==> config.mk <==
export PLATFORM = sky130hd
export DESIGN_NAME = seq_multiplier_flat
export DESIGN_NICKNAME = d
export VERILOG_FILES = /design/src/rtl/riscv5_arith_pkg.sv /design/src/rtl/seq_multiplier_if.sv /design/src/rtl/mul_step.sv /design/src/rtl/seq_multiplier.sv /design/src/flat_wrapper.sv
export SDC_FILE = /design/constraint.sdc
export NUM_CORES = 1
export LEC_CHECK = 0
export ABC_AREA = 1
export CORE_MARGIN = 1
export CORE_UTILIZATION = 45
export DETAILED_ROUTE_END_ITERATION = 10
export GPL_TIMING_DRIVEN = 0
export HOLD_SLACK_MARGIN = 0.06
export PLACE_DENSITY = 0.78
export RECOVER_POWER = 25
export SLEW_MARGIN = 10
export SYNTH_ARGS = -nofsm -noshare
export SYNTH_HDL_FRONTEND = slang
export SYNTH_SLANG_ARGS = --single-unit
==> constraint.sdc <==
create_clock -name clk -period 4 [get_ports clk]
set_clock_uncertainty 0.05 [all_clocks]
set_input_delay 1.2 -clock clk [delete_from_list [all_inputs] [get_ports clk]]
set_output_delay 1.2 -clock clk [all_outputs]
set_load 0.01 [all_outputs]
==> src/rtl/riscv5_arith_pkg.sv <==
// Shared arithmetic definitions for the RISC5 execute-stage multiplier and divider.
package riscv5_arith_pkg;

    localparam int W         = 32;
    localparam int MUL_STEPS = W + 1;
    localparam int SW        = 6;

    typedef logic [SW-1:0] step_t;

    // Extend a W-bit operand to W+1 bits: sign-extend when sgn=1, zero-extend otherwise.
    function automatic logic [W:0] e(input logic [W-1:0] v, input logic sgn);
        return {sgn & v[W-1], v};
    endfunction

endpackage

==> src/rtl/seq_multiplier_if.sv <==
// Run/stall handshake and operand/product bus between the CPU and the multiplier.
interface seq_multiplier_if #(
    parameter int W = 32
);
    logic           run;
    logic           u;
    logic [W-1:0]   x;
    logic [W-1:0]   y;
    logic           stall;
    logic [2*W-1:0] z;

    modport master (output run, output u, output x, output y, input stall, input z);
    modport slave  (input run, input u, input x, input y, output stall, output z);
endinterface

==> src/rtl/mul_step.sv <==
// One shift-add iteration: conditionally add (or subtract on the signed last step) y into the
// upper half of P, then shift the whole register right by one.
module mul_step #(
    parameter int W = 32
) (
    input  logic [2*W-1:0] p,
    input  logic [W-1:0]   y,
    input  logic           u,
    input  logic           last_step,
    output logic [2*W-1:0] p_next
);
    logic [W-1:0] a;
    logic [W:0]   hi_ext;
    logic [W:0]   a_ext;
    logic [W:0]   w1;

    // Addend select, operand extension and add/subtract; the multiplier sign bit has negative weight.
    always_comb begin
        a      = p[0] ? y : '0;
        hi_ext = {u & p[2*W-1], p[2*W-1:W]};
        a_ext  = {u & a[W-1], a};
        if (last_step && u) begin
            w1 = hi_ext - a_ext;
        end else begin
            w1 = hi_ext + a_ext;
        end
        p_next = {w1, p[W-1:1]};
    end
endmodule

==> src/rtl/seq_multiplier.sv <==
// Iterative shift-add multiplier: full 2W-bit signed/unsigned product, one multiplier bit per cycle,
// using the same run/stall handshake as the divider.
module seq_multiplier
    import riscv5_arith_pkg::*;
#(
    parameter int W  = riscv5_arith_pkg::W,
    parameter int SW = riscv5_arith_pkg::SW
) (
    input  logic             clk,
    input  logic             rst,
    seq_multiplier_if.slave  bus
);
    localparam logic [SW-1:0] S_LAST = SW'(W + 1);
    localparam logic [SW-1:0] S_SIGN = SW'(W);

    logic [SW-1:0]  s;
    logic [2*W-1:0] p;
    logic [2*W-1:0] p_step;

    mul_step #(.W(W)) u_step (
        .p         (p),
        .y         (bus.y),
        .u         (bus.u),
        .last_step (s == S_SIGN),
        .p_next    (p_step)
    );

    // Handshake outputs: stall until the counter reaches the done step.
    always_comb begin
        bus.stall = bus.run & (s != S_LAST);
        bus.z     = p;
    end

    // Step counter: abort on run=0, wrap to a fresh load after the done step.
    always_ff @(posedge clk) begin
        if (!rst) begin
            s <= '0;
        end else if (!bus.run || s == S_LAST) begin
            s <= '0;
        end else begin
            s <= s + SW'(1);
        end
    end

    // Product register: load x at step 0, iterate through step W, hold otherwise.
    always_ff @(posedge clk) begin
        if (!rst) begin
            p <= '0;
        end else if (bus.run) begin
            if (s == '0) begin
                p <= {{W{1'b0}}, bus.x};
            end else if (s != S_LAST) begin
                p <= p_step;
            end
        end
    end
endmodule

==> src/flat_wrapper.sv <==
// flat-port wrapper written by rule: the top's interface ports become plain ports
module seq_multiplier_flat import riscv5_arith_pkg::*;
#(
    parameter int W  = riscv5_arith_pkg::W,
    parameter int SW = riscv5_arith_pkg::SW
)
  (clk, rst, bus_run, bus_u, bus_x, bus_y, bus_stall, bus_z);
  seq_multiplier_if #(.W(W)) bus_i ();
  input  logic clk;
  input  logic rst;
  input wire logic [$bits(bus_i.run)-1:0] bus_run;
  input wire logic [$bits(bus_i.u)-1:0] bus_u;
  input wire logic [$bits(bus_i.x)-1:0] bus_x;
  input wire logic [$bits(bus_i.y)-1:0] bus_y;
  output wire logic [$bits(bus_i.stall)-1:0] bus_stall;
  output wire logic [$bits(bus_i.z)-1:0] bus_z;
  assign bus_i.run = bus_run;
  assign bus_i.u = bus_u;
  assign bus_i.x = bus_x;
  assign bus_i.y = bus_y;
  assign bus_stall = bus_i.stall;
  assign bus_z = bus_i.z;
  seq_multiplier #(.W(W), .SW(SW)) u_core (.clk(clk), .rst(rst), .bus(bus_i));
endmodule
# Word level (Yosys, flattened, before mapping)
# Index checks and enable logic that the tools add are counted.
classes:
  n_addsub: 3
  mul: 0
  div: 0
  n_lt_le_gt_ge: 0
  eq_ne: 3
  shift: 0
  n_mux: 4
  bitwise: 4
  reduce_logical: 7
ops:
  columns: ["operator", "n"]
  rows:
  - ["2-to-1 mux 64 bit", 2]
  - ["adder 33 bit", 1]
  - ["2-to-1 mux 33 bit", 1]
  - ["subtractor 33 bit", 1]
  - ["2-to-1 mux 32 bit", 1]
  - ["== test 6 bit (second input constant)", 2]
  - ["adder 6 x 1 -> 6 bit (second input constant)", 1]
  - ["zero test 6 bit", 1]
  - ["inequality test 6 bit (second input constant)", 1]
  - ["bitwise AND 1 bit", 3]
  - ["AND reduction 2 bit", 1]
  - ["nonzero test 2 bit", 1]
  - ["OR reduction 2 bit", 1]
  - ["logical AND 1 bit", 1]
  - ["zero test 1 bit", 1]
  - ["logical OR 1 bit", 1]
  - ["NOT 1 bit", 1]
word_totals:
  ff_bits: 70
  latch_bits: 0
  ramBits: 0
  romBits: 0
  output_inout_bits: 65
  mem_count: 0

# Logic depth before layout (Yosys ltp)
# Gate-level depths: netlist of the first run.
depth:
  ltp_word: 6
  depth_mapped: 25
  ltp_nobuf: 24

# Hierarchy
# Synthesis of the first run repeated with hierarchy kept, for this count alone.
hier_totals:
  cells_unflattened: 1233
  hier_area_um2: 7043.0
by_module_without_submodules:
  columns: ["module", "n_inst", "cells_per_inst", "area_per_inst_um2", "seq_area_each_um2"]
  rows:
  - ["mul_step", 1, 706, 3661.0, 0.0]
  - ["seq_multiplier", 1, 527, 3382.0, 1401.3]

# Worst setup path before layout of the first run
# No wires, ideal clock.
synth_path:
  path_kind: "input-to-reg"
  from: "input bus_y[2]"
  to: "register u_core.p[45], in the netlist u_core.bus.z[45]"
  setup_ns: 0.132
  arrival_time_ns: 3.414
  required_time_ns: 3.818
  slack_ns: 0.404
  stages: 18
  path_buffers: 0
  cell_sequence: "nand2_1 nand2_1 nor2_2 nand3_2 or2_4 o21ai_0 xor2_1 inv_1 ha_1 nand2_1 inv_1 a21oi_1 nor2_1 nor2_1 nand2_1 or2_2 nand3_1 a21oi_1"
synth_via:
  elab_chain_len: 5
  word_cells_on_any_way: 6
  cone_classes: "add/sub (2); mux (4)"
synth_lines:
  columns: ["item", "line_no", "text"]
  rows:
  - ["start: declaration", "flat_wrapper.sv:14", "input wire logic [$bits(bus_i.y)-1:0] bus_y;"]
  - ["2-to-1 mux 32 bit (*)", "mul_step.sv:19", "a = p[0] ? y : '0;"]
  - ["adder 33 bit / subtractor 33 bit (equally long branches)", "mul_step.sv:25, mul_step.sv:23", null]
  - ["2-to-1 mux 33 bit (*)", "mul_step.sv:22", "if (last_step && u) begin"]
  - ["2-to-1 mux 64 bit (*)", "seq_multiplier.sv:52", "end else if (s != S_LAST) begin"]
  - ["2-to-1 mux 64 bit (*)", "seq_multiplier.sv:50", "if (s == '0) begin"]
  - ["end signal: assignment", "seq_multiplier.sv:51", "p <= {{W{1'b0}}, bus.x};"]
  - ["end signal: assignment", "seq_multiplier.sv:53", "p <= p_step;"]
  - ["end: declaration", "seq_multiplier.sv:17", "logic [2*W-1:0] p;"]
# Mark *: on every way between the ends. The rest lies on a longest branch, timed or not. The select of a mux whose other input is x is not followed.
# A chain may end at the register's enable or synchronous reset.

# Worst setup path after layout of the first run
layout_path:
  from: "input bus_y[4]"
  to: "register u_core.p[59], in the netlist u_core.bus.z[59]"
# Same word-level chain as after synthesis.

==> flow_metrics.env, run 1 <==
export IMPL_via_count=7180
export IMPL_viasPerCell=5.24
export IMPL_post_place_cells=1339
export IMPL_layout_drive_gt1_share_pct=16.2
export IMPL_routabilityCongestion=1.01
export IMPL_syn_to_final_growth_pct=40.5
export IMPL_io_buffer_count=132
export IMPL_holdBufCountCts=0
export IMPL_drt_iter0_markers=466
export IMPL_die_w_um=119
export IMPL_synth_seq_area_share_pct=22.7
export IMPL_clkSinkCount=70
export IMPL_power_mw=2.56
export IMPL_leakage_nw=4.10
export IMPL_num_fill_cells=1197
export IMPL_tightest_slew_ps=585
export IMPL_max_stage_delay_ps=420
export IMPL_overflow=0
export IMPL_ant_nets=0
export IMPL_initial_core_util_pct=46.4
export IMPL_synth_cells=1031
export IMPL_place_area_sq_um=7710
export IMPL_clock_latency_ps=350
export IMPL_holdWs_ps=431
export IMPL_core_sq_um=13300
export IMPL_critical_path_class="in -> reg"
export IMPL_finalCritPeriodShare_pct=98.3
export IMPL_fin_crit_ps=3930
export IMPL_fin_tns_setup_ps=0
export IMPL_antennaDiodeCount=0
export IMPL_start_kind="input port"
export IMPL_async_flop_share_pct=0
export IMPL_ir_worst_vdd_mv=0.234
export IMPL_dr_pass1_iters=5
export IMPL_dp_hpwl_um=15400
export IMPL_hold_viol_final=0
export IMPL_fmaxAchievable_mhz=254
export IMPL_grt_max_degree=17
export IMPL_grt_pass1_vias=6464
export IMPL_grt_use_total_pct=27.7
export IMPL_maxCapViolCount=0
export IMPL_synth_cell_area_sq_um=6170
export IMPL_ys_ff_latch=70
export IMPL_crit_fanout=4
export IMPL_powerDensity_nw_per_um2=295
export IMPL_slew_headroom_pct=61.0
export IMPL_synth_warnings=0
export IMPL_num_rows=42
export IMPL_wire_per_inst_um=14.8
export IMPL_synth_fp_nets=1136
export IMPL_cts_max_level=3
export IMPL_clk_pin_slew_ps=60
export IMPL_drc=0
export IMPL_antenna_found_initial=0
export IMPL_synth_edf_count=0
export IMPL_num_nets_final=1294
export IMPL_path_cells="clkdlybuf4s50_1 -> nand2_2 -> nand3_2 -> or2_4 -> nor2_4 -> nand3_4 -> o211ai_1 -> nand2_1 -> inv_2 -> ha_4 -> nand2_2 -> nand2_2 -> nand2_2 -> nand2_2 -> a21oi_2 -> nor2_1 -> nor2_1 -> nand2_1 -> nand2_1 -> nand3_1 -> a21oi_1"
export IMPL_setup_viol=0
export IMPL_required_ps=4240
export IMPL_clock_root_buffer="clkbuf_16"
export IMPL_grt_pass1_wl_um=31100
export IMPL_ioPinCount=133
export IMPL_cts_buffer_depth=2
export IMPL_worst_path_max_delay_cell="clkdlybuf4s50_1"
export IMPL_rsz0062_at_grt="yes"
export IMPL_die_y_um=119
export IMPL_maxSlewViolCount=0
export IMPL_crit_top_cell="nand2_2"
export IMPL_syn_mean_instance_area_sq_um=5.98
export IMPL_ys_types=44
export IMPL_ys_flop_type="dfxtp_1"
export IMPL_outcome="finished clean"
export IMPL_wirelength_um=20300
export IMPL_cts_tree="yes"
export IMPL_finalNonFillerCells=1370
export IMPL_worstPathArrival_ps=4170
export IMPL_design_area_sq_um=8660
export IMPL_hold_class="reg -> reg"
export IMPL_dieArea_sq_um=14200
export IMPL_end_kind="flop"
export IMPL_cts_buffers=9
## metal layers
layer / track usage, % / wire [um] / up-vias
li1: - / - / 3629
met1: 32.5 / 8290 / 3240
met2: 48.0 / 9680 / 267
met3: 8.62 / 1840 / 44
met4: 8.39 / 505 / 0
met5: 0 / 0 / -
## final timing paths
check / startpoint / end / slack [ps] / depth (start not counted)
worst max register to register: u_core.s[0]$_SDFF_PP0_ / u_core.bus.z[46]$_SDFFE_PN0P_ / 610 / 19
worst max-delay path: bus_y[4] / u_core.bus.z[59]$_SDFFE_PN0P_ / 70 / 21
worst min register to register: u_core.bus.z[22]$_SDFFE_PN0P_ / u_core.bus.z[21]$_SDFFE_PN0P_ / 430 / 2
worst min-delay path: u_core.bus.z[22]$_SDFFE_PN0P_ / u_core.bus.z[21]$_SDFFE_PN0P_ / 430 / 2
## through the flow
stage / setup slack (ps) / util, %
6_report: 67.7 / 65.2
5_1_grt: -59.1 / 65.2
4_1_cts: -4.07 / 60.6
3_5_place_dp: -685 / 58.0
3_3_place_gp: -649 / 58.0
2_1_floorplan: 404 / -
## cell families (layout without fill, tap and decap cells)
family	count (synthesis)	after routing	synth area share, %
and+or+nand+nor	509	509	35.7
buffers and inverters	166	329	11.1
DFF	70	70	22.7
xor gates and xnor gates	32	32	4.55
adders and majority gates	37	37	7.63
AOI/OAI and AO/OA	217	217	18.3
## area by class of cell
type / count / area, sq um / share of cell area, %
well taps: 176 / 220 / 2.54
flip-flops and latches: 70 / 1400 / 16.2
plain buffers: 32 / 180 / 2.08
multi-input cells: 795 / 4590 / 53.0
clock buffers: 11 / 253 / 2.92
clock inverters: 5 / 57.6 / 0.664
inverters: 133 / 499 / 5.76
repair buffers: 148 / 1460 / 16.9
## registers in the layout, indices dropped and copies added (netlist names)
| register | count |
|---|---|
| u_core.s | 6 |
| u_core.bus.z | 64 |
## synth_stat cells (6+ instances only)
master	n	area (sq um)
nand2_1	307	1150
a21oi_1	139	696
inv_1	126	473
nor2_1	80	300
dfxtp_1	70	1400
o21ai_0	57	285
nand3_1	55	275
ha_1	36	450
xor2_1	23	201
clkbuf_1	17	63.8
nand2_2	12	75.1
nor3_1	11	55.1
nand4_1	9	56.3
xnor2_1	9	78.8
buf_2	8	40.0
or2_2	8	50.1
inv_2	6	22.5
## layout by cell type, fill, tap and decap left out, types with 8 or more instances in the layout
cell and count:
nand2_1 275, a21oi_1 123, inv_1 122, clkdlybuf4s50_1 103, dfxtp_1 70, nor2_1 61, nand3_1 51, o21ai_0 48
nand2_2 41, ha_1 25, buf_4 21, xor2_1 21, dlygate4sd3_1 20, clkbuf_1 16, a21oi_2 16, nor2_2 16
nor2_4 13, o21ai_1 10, inv_2 10, ha_4 10, nand4_1 9, xnor2_1 9, clkbuf_16 9, dlymetal6s2s_1 9
or2_2 8
## report_power, final
| group | switching, mW | internal [mW] |
|---|---|---|
| registers | 0.0325 | 0.734 |
| clock network | 0.334 | 0.517 |
| logic | 0.541 | 0.397 |
| total | 0.907 | 1.65 |
## timing repair
action / 4_1_cts / 5_1_grt
endpoints found under the setup margin: 25 / 24
buffers inserted: 0 / 16
gates resized for setup: 12 / 128
pin swaps: 0 / 48
## worst max-delay path: cells and delay by family
| family | cells | cell delay [ps] |
|---|---|---|
| simple gates | 15 | 1630 |
| fa+ha+maj | 1 | 220 |
| compound gates | 3 | 570 |
| buf+inv | 2 | 520 |
Note: power is estimated with default switching activity, not from simulation.
==> run 2: changes to the inputs <==
- RECOVER_POWER: 25 -> 50
==> run 2 against run 1 <==
Critical path depth is the same. Sequential share of layout area is the same. First-iteration DRC count grew 3.2%. Non-clock buffer count is the same. Maximum frequency grew 0.65%. Clock power is essentially flat. Core utilization is the same.
==> flow_metrics.env, run 2 (synthesis results as in run 1) <==
export IMPL_outcome="finished clean"
export IMPL_largest_reg_flops=64
export IMPL_powerDensity_nw_per_um2=294
export IMPL_routabilityCongestion=1.01
export IMPL_viasPerCell=5.22
export IMPL_regArea_sq_um=1400
export IMPL_clock_root_buffer="clkbuf_16"
export IMPL_start_kind="input port"
export IMPL_grt_pass1_vias=6464
export IMPL_num_rows=42
export IMPL_final_common_cell="nand2_1"
export IMPL_cts_max_level=3
export IMPL_ant_nets=0
export IMPL_hold_viol_final=0
export IMPL_path_buf_inv=2
export IMPL_dr_pass1_iters=5
export IMPL_worst_path_max_delay_cell="clkdlybuf4s50_1"
export IMPL_rsz0062_at_grt="yes"
export IMPL_initial_core_util_pct=46.4
export IMPL_slew_headroom_pct=60.8
export IMPL_num_fill_cells=1197
export IMPL_fin_tns_setup_ps=0
export IMPL_worstHoldStart="u_core.bus.z[31]$_SDFFE_PN0P_"
export IMPL_via_count=7152
export IMPL_leakage_nw=4.18
export IMPL_dieArea_sq_um=14200
export IMPL_reg2reg_from="u_core.s[0]$_SDFF_PP0_"
export IMPL_finalCritPeriodShare_pct=97.7
export IMPL_rr_worst_depth=19
export IMPL_num_nets_final=1294
export IMPL_critical_path_class="in -> reg"
export IMPL_clock_latency_ps=350
export IMPL_syn_to_final_growth_pct=40.5
export IMPL_dp_hpwl_um=15400
export IMPL_antennaDiodeCount=0
export IMPL_required_ps=4240
export IMPL_drt_iter0_markers=481
export IMPL_io_buffer_count=132
export IMPL_fmaxAchievable_mhz=256
export IMPL_setup_ws_ps=93.0
export IMPL_max_stage_delay_ps=420
export IMPL_multi_input_area_sq_um=4590
export IMPL_holdPathStages=2
export IMPL_maxSlewViolCount=0
export IMPL_clkSinkCount=70
export IMPL_power_mw=2.55
export IMPL_r2r_setup_slack_ps=620
export IMPL_clk_pin_slew_ps=60
export IMPL_drc=0
export IMPL_grt_max_degree=17
export IMPL_die_y_um=119
export IMPL_worstPathArrival_ps=4140
export IMPL_cts_buffer_depth=2
export IMPL_holdBufCountCts=0
export IMPL_dp_worst_setup_slack_ps=-685
export IMPL_grt_use_total_pct=27.7
export IMPL_maxCapViolCount=0
export IMPL_hold_class="reg -> reg"
export IMPL_wire_per_inst_um=14.8
export IMPL_cts_buffers=9
export IMPL_ir_worst_vdd_mv=0.234
export IMPL_tightest_slew_ps=588
export IMPL_ioPinCount=133
export IMPL_antenna_found_initial=0
export IMPL_core_sq_um=13300
export IMPL_crit_top_cell="nand2_2"
export IMPL_crit_fanout=4
export IMPL_end_kind="flop"
export IMPL_fin_crit_ps=3910
export IMPL_grt_pass1_wl_um=31100
export IMPL_r2r_end="u_core.bus.z[46]$_SDFFE_PN0P_"
export IMPL_wirelength_um=20300
export IMPL_post_place_cells=1339
export IMPL_final_cell_mix="275 x nand2_1, 123 x a21oi_1, 122 x inv_1"
export IMPL_critPathTopFamily="simple AND/OR/NAND/NOR gates"
export IMPL_design_area_sq_um=8660
export IMPL_worstHoldEndpoint="u_core.bus.z[31]$_SDFFE_PN0P_"
export IMPL_place_area_sq_um=7710
export IMPL_setup_viol=0
export IMPL_die_w_um=119
export IMPL_path_cells="clkdlybuf4s50_1 -> nand2_2 -> nand3_2 -> or2_4 -> nor2_4 -> nand3_4 -> o211ai_1 -> nand2_1 -> inv_2 -> ha_4 -> nand2_2 -> nand2_2 -> nand2_2 -> nand2_2 -> a21oi_2 -> nor2_1 -> nor2_1 -> nand2_1 -> nand2_1 -> nand3_1 -> a21oi_1"
export IMPL_layout_drive_gt1_share_pct=16.2
export IMPL_cts_tree="yes"
export IMPL_overflow=0
export IMPL_finalNonFillerCells=1370
[run 2: cell count changes in the layout (fill, tap and decap cells not counted)]
cell / change
clkdlybuf4s50_1: -29
dlygate4sd3_1: +29
[run 2: power by group]
part / total (mW) / switching [mW] / internal, mW
clock network: 0.849 / 0.333 / 0.516
logic: 0.931 / 0.540 / 0.391
registers: 0.766 / 0.0319 / 0.734
[run 2: worst max-delay path by stage]
stage               cells after the start  slack (ps)     start                             to
floorplan                              18         400  bus_y[2]  u_core.bus.z[45]$_SDFFE_PN0P_
global placement                       17        -650     bus_u  u_core.bus.z[61]$_SDFFE_PN0P_
detailed placement                     17        -680     bus_u  u_core.bus.z[53]$_SDFFE_PN0P_
finish                                 21          90  bus_y[4]  u_core.bus.z[59]$_SDFFE_PN0P_
global route                           21         -60  bus_y[4]  u_core.bus.z[59]$_SDFFE_PN0P_
CTS                                    23          -4  bus_y[2]  u_core.bus.z[59]$_SDFFE_PN0P_
[run 2: area by class of cell]
class | count | area share [%]
buffer | 32 | 2.08
clock buffer | 11 | 2.92
clock inverter | 5 | 0.664
inverter | 133 | 5.76
multi-input combinational | 795 | 53.0
sequential | 70 | 16.2
tap | 176 | 2.54
timing repair buffer | 148 | 16.9
[run 2: routing by layer]
layer	global-route usage, %	vias up	part of all wire, %
li1	-	3626	-
met3	8.62	43	9.3
met1	32.5	3212	40
met2	48.0	271	48
met4	8.39	0	2.4
met5	0	-	0
[run 2: tightest hold or removal path, cell delays in order, from the launching register on]
cell and delay [ps]:
dfxtp_1 320, nand2_1 60, a21oi_1 50
[run 2: stage by stage]
step / hold WS, ps / util (%)
final: 429 / 65.2
after global routing: 450 / 65.2
after CTS: 433 / 60.6
after detailed placement: 418 / 58.0
after global placement: 415 / 58.0
after floorplan: 395 / -
[run 2: timing repair]
item                       in CTS  in global routing
pin swaps                       0                 48
setup endpoints to repair      25                 24
resized for setup              12                128
buffers inserted                0                 16
